<file path="config.mk">
export PLATFORM = sky130hd
export DESIGN_NAME = serial_word_assembler
export DESIGN_NICKNAME = d
export VERILOG_FILES = /design/src/rtl/assembler_pkg.sv /design/src/rtl/word_shifter.sv /design/src/rtl/serial_word_assembler.sv
export SDC_FILE = /design/constraint.sdc
export NUM_CORES = 1
export LEC_CHECK = 0
export BUFFER_PORTS_ARGS = -buffer_cell sky130_fd_sc_hd__buf_2
export CAP_MARGIN = 20
export CORE_UTILIZATION = 25
export CTS_CLUSTER_DIAMETER = 50
export CTS_CLUSTER_SIZE = 10
export DETAILED_ROUTE_END_ITERATION = 10
export GPL_TIMING_DRIVEN = 0
export RECOVER_POWER = 100
export SYNTH_ARGS = -nofsm -noshare
export SYNTH_HDL_FRONTEND = slang
export SYNTH_HIERARCHICAL = 1
export SYNTH_SLANG_ARGS = --single-unit
</file>
<file path="constraint.sdc">
create_clock -name clk -period 3.94 [get_ports clk]
set_input_delay 0.394 -clock clk [delete_from_list [all_inputs] [get_ports clk]]
set_output_delay 0.394 -clock clk [all_outputs]
set_load 0.05 [all_outputs]
</file>
<file path="src/rtl/assembler_pkg.sv">
// Shared types and constants for the serial word assembler.
// Imported by the shifter and the top level.
package assembler_pkg;

    typedef enum logic {
        IDLE    = 1'b0,
        COLLECT = 1'b1
    } state_t;

    localparam int DEF_WIDTH = 16;

    function automatic int cnt_width(input int w);
        return $clog2(w) + 1;
    endfunction

endpackage

</file>
<file path="src/rtl/word_shifter.sv">
// Partial-word shift register and bit counter.
// word_done strobes in the cycle whose edge captures the last bit.
module word_shifter
    import assembler_pkg::*;
#(
    parameter int WIDTH     = DEF_WIDTH,
    parameter bit MSB_FIRST = 1'b1
) (
    input  logic                          clk,
    input  logic                          rst_n,
    input  logic                          clear,
    input  logic                          shift_en,
    input  logic                          bit_in,
    output logic [cnt_width(WIDTH)-1:0]   bit_count,
    output logic [WIDTH-1:0]              next_word,
    output logic                          word_done
);

    localparam int             CW   = cnt_width(WIDTH);
    localparam logic [CW-1:0]  LAST = CW'(WIDTH - 1);

    logic [WIDTH-1:0] partial;
    logic [WIDTH-1:0] base_p;
    logic [CW-1:0]    base_c;

    // A frame_start bit is the first bit of a fresh word.
    always_comb begin
        base_p = clear ? '0 : partial;
        base_c = clear ? '0 : bit_count;
        if (MSB_FIRST)
            next_word = {base_p[WIDTH-2:0], bit_in};
        else
            next_word = {bit_in, base_p[WIDTH-1:1]};
        word_done = shift_en && (base_c == LAST);
    end

    always_ff @(posedge clk or negedge rst_n) begin
        if (!rst_n) begin
            partial   <= '0;
            bit_count <= '0;
        end else if (shift_en) begin
            partial   <= word_done ? '0 : next_word;
            bit_count <= word_done ? '0 : base_c + CW'(1);
        end else if (clear) begin
            partial   <= '0;
            bit_count <= '0;
        end
    end

endmodule

</file>
<file path="src/rtl/serial_word_assembler.sv">
// Collects framed serial bits into words on a valid/ready port.
// Words that find the output busy are dropped and flagged.
module serial_word_assembler
    import assembler_pkg::*;
#(
    parameter int WIDTH     = DEF_WIDTH,
    parameter bit MSB_FIRST = 1'b1
) (
    input  logic                          clk,
    input  logic                          rst_n,
    input  logic                          frame_start,
    input  logic                          bit_in,
    input  logic                          bit_valid,
    output logic [WIDTH-1:0]              word,
    output logic                          word_valid,
    input  logic                          word_ready,
    output logic                          overrun,
    input  logic                          clr_overrun,
    output logic [cnt_width(WIDTH)-1:0]   bit_count
);

    state_t           state_q;
    state_t           state_d;
    logic             shift_en;
    logic             word_done;
    logic [WIDTH-1:0] next_word;
    logic             out_free;
    logic             ovr_set;

    always_ff @(posedge clk or negedge rst_n) begin
        if (!rst_n) state_q <= IDLE;
        else        state_q <= state_d;
    end

    always_comb begin
        state_d  = state_q;
        shift_en = 1'b0;
        if (frame_start)
            state_d = COLLECT;
        if (bit_valid && (frame_start || state_q == COLLECT))
            shift_en = 1'b1;
    end

    word_shifter #(
        .WIDTH     (WIDTH),
        .MSB_FIRST (MSB_FIRST)
    ) u_shifter (
        .clk       (clk),
        .rst_n     (rst_n),
        .clear     (frame_start),
        .shift_en  (shift_en),
        .bit_in    (bit_in),
        .bit_count (bit_count),
        .next_word (next_word),
        .word_done (word_done)
    );

    assign out_free = !word_valid || word_ready;
    assign ovr_set  = word_done && !out_free;

    always_ff @(posedge clk or negedge rst_n) begin
        if (!rst_n) begin
            word       <= '0;
            word_valid <= 1'b0;
        end else if (word_done && out_free) begin
            word       <= next_word;
            word_valid <= 1'b1;
        end else if (word_valid && word_ready) begin
            word_valid <= 1'b0;
        end
    end

    always_ff @(posedge clk or negedge rst_n) begin
        if (!rst_n)           overrun <= 1'b0;
        else if (ovr_set)     overrun <= 1'b1;
        else if (clr_overrun) overrun <= 1'b0;
    end

endmodule

</file>
---- Yosys cells after proc, flatten, opt, wreduce, memory -nomap -nowiden ----
Cells that the tools add are included.
storage, ports and cells
  logic and storage cells ................. 30
  input port bits ......................... 7
  output and inout bits ................... 23
  register bits ........................... 39
operators by class
  reductions and logical operators ........ 11
  $add $sub $neg .......................... 1
  muxes and demuxes ....................... 11
  eq/ne operators ......................... 1
operator list
  cell                   number
  $mux W15               3
  $mux W5                3
  $add A5 B1 Y5 const B  1
  $eq A5 B4 Y1 const B   1
  $logic_and A1 B1 Y1    5
  $mux W1                5
  $reduce_bool A2 Y1     2
  $logic_not A1 Y1       2
  $logic_or A1 B1 Y1     2

---- Logic depth before layout (Yosys ltp) ----
Gate-level depths: netlist of run 1.
  depth in word-level cells ............... 6
  mapped depth ............................ 8
  mapped depth without buffers ............ 6

---- Modules after synthesis ----
The synthesis of run 1 kept the hierarchy.
modules (own cells, without submodules)
  module                 area an instance (um^2)  times used  seq. area each (um^2)  cells an instance
  word_shifter           991.0                    1           500.5                  90
  serial_word_assembler  768.2                    1           475.5                  44

---- Least setup slack after synthesis of run 1 ----
No wires, ideal clock.
  path type ............................... flip-flop to flip-flop
  start point ............................. register u_shifter.bit_count[0]
  end point ............................... register word[0]
  setup slack ............................. 1.659 ns
  stages on the path, launching flop included .. 8
  required time ........................... 3.815 ns
  setup time .............................. 0.125 ns
  arrival time ............................ 2.156 ns
  period minus slack after synthesis ...... 2.281 ns
  buffers on the path ..................... 1
  cell sequence ........................... dfrtp_1 nor2b_1 ha_1 nand4_1 nor3_1 nand2_4 buf_12 mux2_4
between the ends
  cells in the longest elaborated chain, start to end .. 4
RTL lines
  element                 line                         text
  start, declared         word_shifter.sv:14           output logic [cnt_width(WIDTH)-1:0] bit_count,
  start signal, assigned  word_shifter.sv:43           bit_count <= word_done ? '0 : base_c + CW'(1);
  $mux W5                 --
  $eq A5 B4 Y1            word_shifter.sv:34           word_done = shift_en && (base_c == LAST);
  $logic_and A1 B1 Y1     word_shifter.sv:34
  named net word_done     serial_word_assembler.sv:25  logic word_done;
  $logic_and A1 B1 Y1     serial_word_assembler.sv:65  end else if (word_done && out_free) begin
  end signal, assigned    serial_word_assembler.sv:66  word <= next_word;
  end, declared           serial_word_assembler.sv:14  output logic [WIDTH-1:0] word,
The timed path passes the listed nets, and every way through them passes these cells.
A chain may end at the register's enable or synchronous reset.

---- Final worst setup path of run 1 ----
  start point ............................. register state_q
  end point ............................... register word[12]
between the ends
  cells in the longest elaborated chain, start to end .. 5
RTL lines
  element                 line                         text
  start, declared         serial_word_assembler.sv:22  state_t state_q;
  start signal, assigned  serial_word_assembler.sv:32  else state_q <= state_d;
  $logic_or A1 B1 Y1      serial_word_assembler.sv:40  if (bit_valid && (frame_start || state_q == COLLECT))
  $logic_and A1 B1 Y1     serial_word_assembler.sv:40
  $mux W1                 serial_word_assembler.sv:40
  named net shift_en      serial_word_assembler.sv:24  logic shift_en;
  $logic_and A1 B1 Y1     word_shifter.sv:34
  named net word_done     serial_word_assembler.sv:25
  $logic_and A1 B1 Y1     serial_word_assembler.sv:65
The timed path passes the listed nets, and every way through them passes these cells.

==> results of run 1 <==
[placed cells by master (no fill, tap or decap), drive strengths merged]
cell type | synthesis | layout
clkinv | 0 | 1
dfrtp | 39 | 39
o22ai | 15 | 15
xnor2 | 1 | 1
nand2 | 3 | 3
nand4 | 2 | 2
clkbuf | 2 | 36
nand2b | 15 | 15
o2bb2ai | 2 | 2
mux2 | 16 | 16
a41o | 1 | 1
buf | 6 | 7
and3b | 1 | 1
xor2 | 1 | 1
ha | 1 | 1
and2 | 1 | 1
nor2 | 1 | 1
inv | 19 | 19
or2 | 1 | 1
nor2b | 4 | 4
mux2i | 1 | 1
bufinv | 0 | 1
nor3 | 2 | 2
[power groups by stage]
stage               clock (mW)  sequential (mW)  combinational (mW)
floorplan                    0            0.422              0.0249
CTS                      0.360            0.406              0.0526
finish                   0.347            0.407              0.0470
detailed placement           0            0.414              0.0527
global placement             0            0.414              0.0523
global route             0.374            0.407              0.0520
[stage by stage]
| step | setup slack [ns] | hold slack, ns | utilization, % |
|---|---|---|---|
| 2_1_floorplan | 1.66 | 0.0984 | - |
| 3_3_place_gp | 1.43 | 0.437 | 29.8 |
| 3_5_place_dp | 1.42 | 0.439 | 29.8 |
| 4_1_cts | 1.73 | 0.239 | 31.5 |
| 5_1_grt | 1.09 | 0.280 | 30.0 |
| 6_report | 1.35 | 0.289 | 30.0 |
[registers in the layout, indices dropped and copies added (netlist names)]
name and flops:
word_valid 1, overrun 1, u_shifter/partial 15, u_shifter/bit_count 5
word 16, state_q 1
[metal layers]
metal  global-route usage, %  up-vias  wire [µm]
met5                       0        -          0
met3                    4.33        2        168
met4                    3.18        0         15
met1                    12.3      502       1580
met2                    13.7       22       1380
li1                        -      516          -
[logic make-up (layout without fill, tap and decap cells)]
logic type,Yosys count,in the layout,synth area share (%)
and+or+nand+nor,30,30,11.0
AOI/OAI and AO/OA,18,18,10.5
xor gates and xnor gates,2,2,0.996
DFF,39,39,55.5
adders and majority gates,1,1,0.711
muxes,17,17,12.9
buffers and inverters,27,64,8.46
[area by class of cell]
type	count	share of cell area, %
flip-flops and latches	39	47.9
multi-input cells	68	29.5
well taps	96	5.90
repair buffers	29	5.65
clock buffers	6	4.06
inverters	19	3.50
clock inverters	2	1.72
plain buffers	8	1.72
[critical path, cell delays in order, from the launching register on]
cell and delay, ns:
dfrtp_1 0.33, or2_2 0.11, and2_1 0.11, clkbuf_1 0.42, nand4_1 0.19, nor3_1 0.44, nand2_4 0.15, clkbuf_1 0.31
mux2_1 0.39
[worst max-delay path by stage]
stage	startpoint	end	slack [ns]	cells after the start
after floorplan	u_shifter/bit_count[0]	word[0]	1.66	7
after global placement	frame_start	word[15]	1.43	9
after detailed placement	frame_start	word[4]	1.42	9
after CTS	frame_start	word[4]	1.73	9
after global routing	state_q	word[13]	1.09	8
final	state_q	word[12]	1.35	8
==> results_dict.tcl, run 1 <==
set metrics [dict create \
    synth_edf_count 0 \
    max_freq_mhz 387 \
    hold_violations 0 \
    fin_crit_sh_pct 65.6 \
    setup-tns-final_ns 0 \
    multiInputGateArea_um2 601 \
    ctsHoldBuffers 0 \
    clock_latency_ns 0.29 \
    overflow 0 \
    drc_errors 0 \
    rsz0062_at_grt "false" \
    yosysSeqAreaShare_pct 55.5 \
    start_util_pct 25.9 \
    cts_setup_buffers 0 \
    seq_area_um2 976 \
    hold_depth 2 \
    grt_pass1_vias 1042 \
    cp.required_ns 4.12 \
    crit_arrival_ns 2.76 \
    p_int_mw 0.622 \
    diodes 0 \
    syn_nets 142 \
    clkSinkCount 39 \
    dp_hpwl_um 2090 \
    drtIter0Drc 70 \
    syn_area_um2 1760 \
    fillCellCount 727 \
    grt_max_degree 40 \
    synthTopCellsByCount "dfrtp_1 (39), inv_1 (18), nand2b_1 (14), mux2_4 (10), o22ai_2 (10)" \
    synth-seq-cells 39 \
    power.switching_mw 0.178 \
    htree_levels 2 \
    totalWireLength_um 3140 \
    numCtsBuffers 5 \
    slew_violations 40 \
    yosys.area.top_type "dfrtp_1" \
    nets 178 \
    drt-vias-per-instance 3.90 \
    power_frac_clock_pct 43.3 \
    power_mw 0.800 \
    reg2reg_slack_ns 1.35 \
    dr.pass1.iters 3 \
    p_sw_share_pct 22.3 \
    worst_pin_slew_ns 2.07 \
    io_pins 30 \
    seqPwrFrac_pct 50.8 \
    synth.most_common_cell "dfrtp_1" \
    status "finished with violations" \
    timing.final.crit_period_ns 2.59 \
    cts_root_buf "clkbuf_8" \
    avgSynthCellArea_um2 13.1 \
    drive_above_1_share_pct 20.5 \
    gp_congestion 0.725 \
    die_w_um 85.9 \
    max_slew_margin_pct -37.9 \
    grt_usage_pct 9.41 \
    cts-resized-gates 0 \
    setup_viol 0 \
    synthArstFlopShare_pct 100 \
    synth.distinct_cells 30 \
    coreArea_um2 6790 \
    die_y_um 85.9 \
    netlist.area_leader.share_pct 55.5 \
    path_max_fanout 10 \
    instances_no_fill 267 \
    placed_cell_area_um2 2020 \
    ys.flop_type "dfrtp_1" \
    netlist_top_cells_area "dfrtp_1 (55%), mux2_4 (8.5%), o22ai_2 (7.1%)" \
    worst_setup_path_end_kind "flip-flop" \
    netlist_instances 134 \
    final_area_um2 2040 \
    numPortBuffers 29 \
    timing.rr.end "word[12]" \
    dieArea_um2 7380 \
    rows 30 \
    worstHoldStart "clr_overrun" \
    hold_path.class "primary input to flip-flop" \
    cellPowerDensity_nw_per_um2 393 \
    leakage_nw 1.04 \
    critPathKind "flip-flop to flip-flop" \
    cts_buffer_depth 2 \
    p_comb_share_pct 5.9 \
    reg2reg_depth 8 \
    startpoint_type "flip-flop" \
    maxCapViolations 1 \
    ys.warnings.count 6 \
    grt_pass1_wl_um 5210 \
    vdd_drop_max_mv 0.287 \
    clock_skew_ns 0.00794 \
    wire_per_inst_um 11.8 \
    area_delta_synth_final_pct 15.7 \
    dp.cells 259 \
    violations "capacitance limit, slew limit" \
    grt_antenna_before_repair 0 \
    cts_tree "yes" \
    worstHoldEndpoint "overrun" \
    r2r-start "state_q" \
    path_clk_slew_ns 0.08 \
    ant_nets 0 \
    route.vias.total 1042 \
]
Power figures use the tool's default switching activity.
==> run 2, diff against run 1 <==
Settings changed: ABC_AREA from default to 1.
Clock period 3.94 ns to 2.4 ns, I/O delays scaled along.
==> results_dict.tcl, run 2 <==
set metrics [dict create \
    slew_violations 0 \
    maxCapViolations 0 \
    drive_above_1_share_pct 15.3 \
    synth.most_common_cell "nand2_1" \
    worst_pin_slew_ns 0.889 \
    critPathKind "flip-flop to flip-flop" \
    dieArea_um2 7930 \
    place_ws_ns 0.184 \
    use_met3_pct 3.79 \
    final_area_um2 2160 \
    cts_buffer_depth 2 \
    die_w_um 89.0 \
    max_slew_margin_pct 40.8 \
    largest_reg_flops 16 \
    setup-tns-final_ns 0 \
    rows 31 \
    max_freq_mhz 499 \
    yosys.area.top_type "dfrtp_1" \
    numPortBuffers 29 \
    die_y_um 89.0 \
    rsz0062_at_grt "false" \
    cts_root_buf "clkbuf_8" \
    syn_nets 222 \
    final_cell_mix "nand2_1 (73), dfrtp_1 (39), clkbuf_1 (25)" \
    netlist.area_leader.share_pct 51.5 \
    setup_viol 0 \
    drc_errors 0 \
    mostFrequentLayoutCell "nand2_1" \
    route.vias.total 1423 \
    drtIter0Drc 63 \
    cp.required_ns 2.58 \
    status "completed" \
    ys.warnings.count 6 \
    totalWireLength_um 3770 \
    fin_util_pct 29.7 \
    ctsHoldBuffers 0 \
    seq_area_um2 976 \
    synthTopCellsByCount "nand2_1 (73), dfrtp_1 (39), inv_1 (22), nand3_1 (18), nor2_1 (11)" \
    nets 258 \
    startpoint_type "flip-flop" \
    grt_max_degree 40 \
    coreArea_um2 7290 \
    top_register "word" \
    overflow 0 \
    grt_pass1_wl_um 6510 \
    use_met1_pct 12.7 \
    fin_crit_sh_pct 83.5 \
    ys.flop_type "dfrtp_1" \
    start_util_pct 26.0 \
    leakage_nw 1.03 \
    crit_arrival_ns 2.18 \
    htree_levels 2 \
    grt_antenna_before_repair 0 \
    yosysSeqAreaShare_pct 51.5 \
    numCtsBuffers 5 \
    worst_setup_path_end_kind "flip-flop" \
    cellPowerDensity_nw_per_um2 536 \
    top_usage_layer "met2" \
    dp.cells 342 \
    synthArstFlopShare_pct 100 \
    cts-resized-gates 0 \
    dp_hpwl_um 2710 \
    met2_usage_pct 18.7 \
    clkSinkCount 39 \
    diodes 0 \
    netlist_instances 214 \
    largestRegisters "word (16), u_shifter/partial (15), u_shifter/bit_count (5)" \
    instances_no_fill 348 \
    path_clk_slew_ns 0.07 \
    vdd_drop_max_mv 0.221 \
    dr.pass1.iters 4 \
    wire_per_inst_um 10.8 \
    worst_hold_slack_ns 0.0674 \
    clock_skew_ns 0.00648 \
    cts_setup_buffers 0 \
    hold_violations 0 \
    path_max_fanout 10 \
    synth_edf_count 0 \
    cts_tree "yes" \
    grt_usage_pct 10.8 \
    netlist_top_cells_area "dfrtp_1 (52%), nand2_1 (14%), nand3_1 (4.8%)" \
    power_mw 1.16 \
    fin_ws_ns 0.395 \
    syn_area_um2 1890 \
    gp_congestion 0.748 \
    ant_nets 0 \
    synth-seq-cells 39 \
    timing.final.crit_period_ns 2.00 \
    placed_cell_area_um2 2160 \
    avgSynthCellArea_um2 8.85 \
    hold_path.class "primary input to asynchronous set/reset pin" \
    io_pins 30 \
    fillCellCount 818 \
    synth.distinct_cells 25 \
    clock_latency_ns 0.29 \
    area_delta_synth_final_pct 14.1 \
    multiInputGateArea_um2 677 \
    grt_pass1_vias 1445 \
    drt-vias-per-instance 4.09 \
]
-- run 2: changes by cell type in the layout (fill, tap and decap cells not counted), moves of 4 or more --
cell,before,now
nor2b_1,4,0
mux2_2,6,0
nand2_1,2,73
o22ai_2,10,0
nor2_2,0,6
nand2b_1,14,0
o22ai_1,5,1
buf_6,0,4
clkbuf_1,30,25
mux2_1,9,0
o21ai_0,0,16
nand3_1,0,18
nor2_1,1,11
-- run 2: worst max-delay path, stage by stage (launching register included) --
cell     delay [ns]
dfrtp_1        0.37
inv_1          0.04
nor2_1         0.15
ha_1           0.22
nand4_1        0.22
nor2_8         0.23
buf_12         0.15
buf_4          0.16
nand2_4        0.09
buf_6          0.15
nand2_1        0.05
nand2_1        0.05
-- run 2: worst paths after layout --
| check | from | endpoint | slack [ns] | cells past startpoint |
|---|---|---|---|---|
| min | rst_n | u_shifter/bit_count[3] | 0.07 | 1 |
| min in group clk | clr_overrun | overrun | 0.14 | 2 |
| max | u_shifter/bit_count[1] | word[3] | 0.40 | 11 |
| min reg2reg | word[14] | word[14] | 0.47 | 2 |
| max in group asynchronous | rst_n | word[12] | 1.77 | 1 |
| max reg2reg | u_shifter/bit_count[1] | word[3] | 0.40 | 11 |
-- run 2: cell families after synthesis --
kind of cell / share of synthesized area (%)
and+or+nand+nor: 29.5
DFF: 51.5
buffers and inverters: 10.4
AOI/OAI and AO/OA: 7.53
xor gates and xnor gates: 0.462
adders and majority gates: 0.660
-- run 2: final cells by class --
| type | count | share of cell area, % |
|---|---|---|
| clock buffer | 6 | 3.36 |
| buffer | 11 | 4.80 |
| timing repair buffer | 29 | 5.38 |
| tap | 99 | 5.73 |
| inverter | 24 | 4.28 |
| multi-input combinational | 140 | 31.3 |
| sequential | 39 | 45.1 |
-- run 2: power breakdown --
group	total [mW]	switching, mW	internal [mW]
sequential	0.667	0.00369	0.664
combinational	0.0833	0.0631	0.0202
clock	0.409	0.215	0.194
-- run 2: metal layers --
metal	wire length, µm	vias up
li1	-	731
met1	1770	656
met2	1740	31
met3	221	5
met4	38	0
met5	0	-
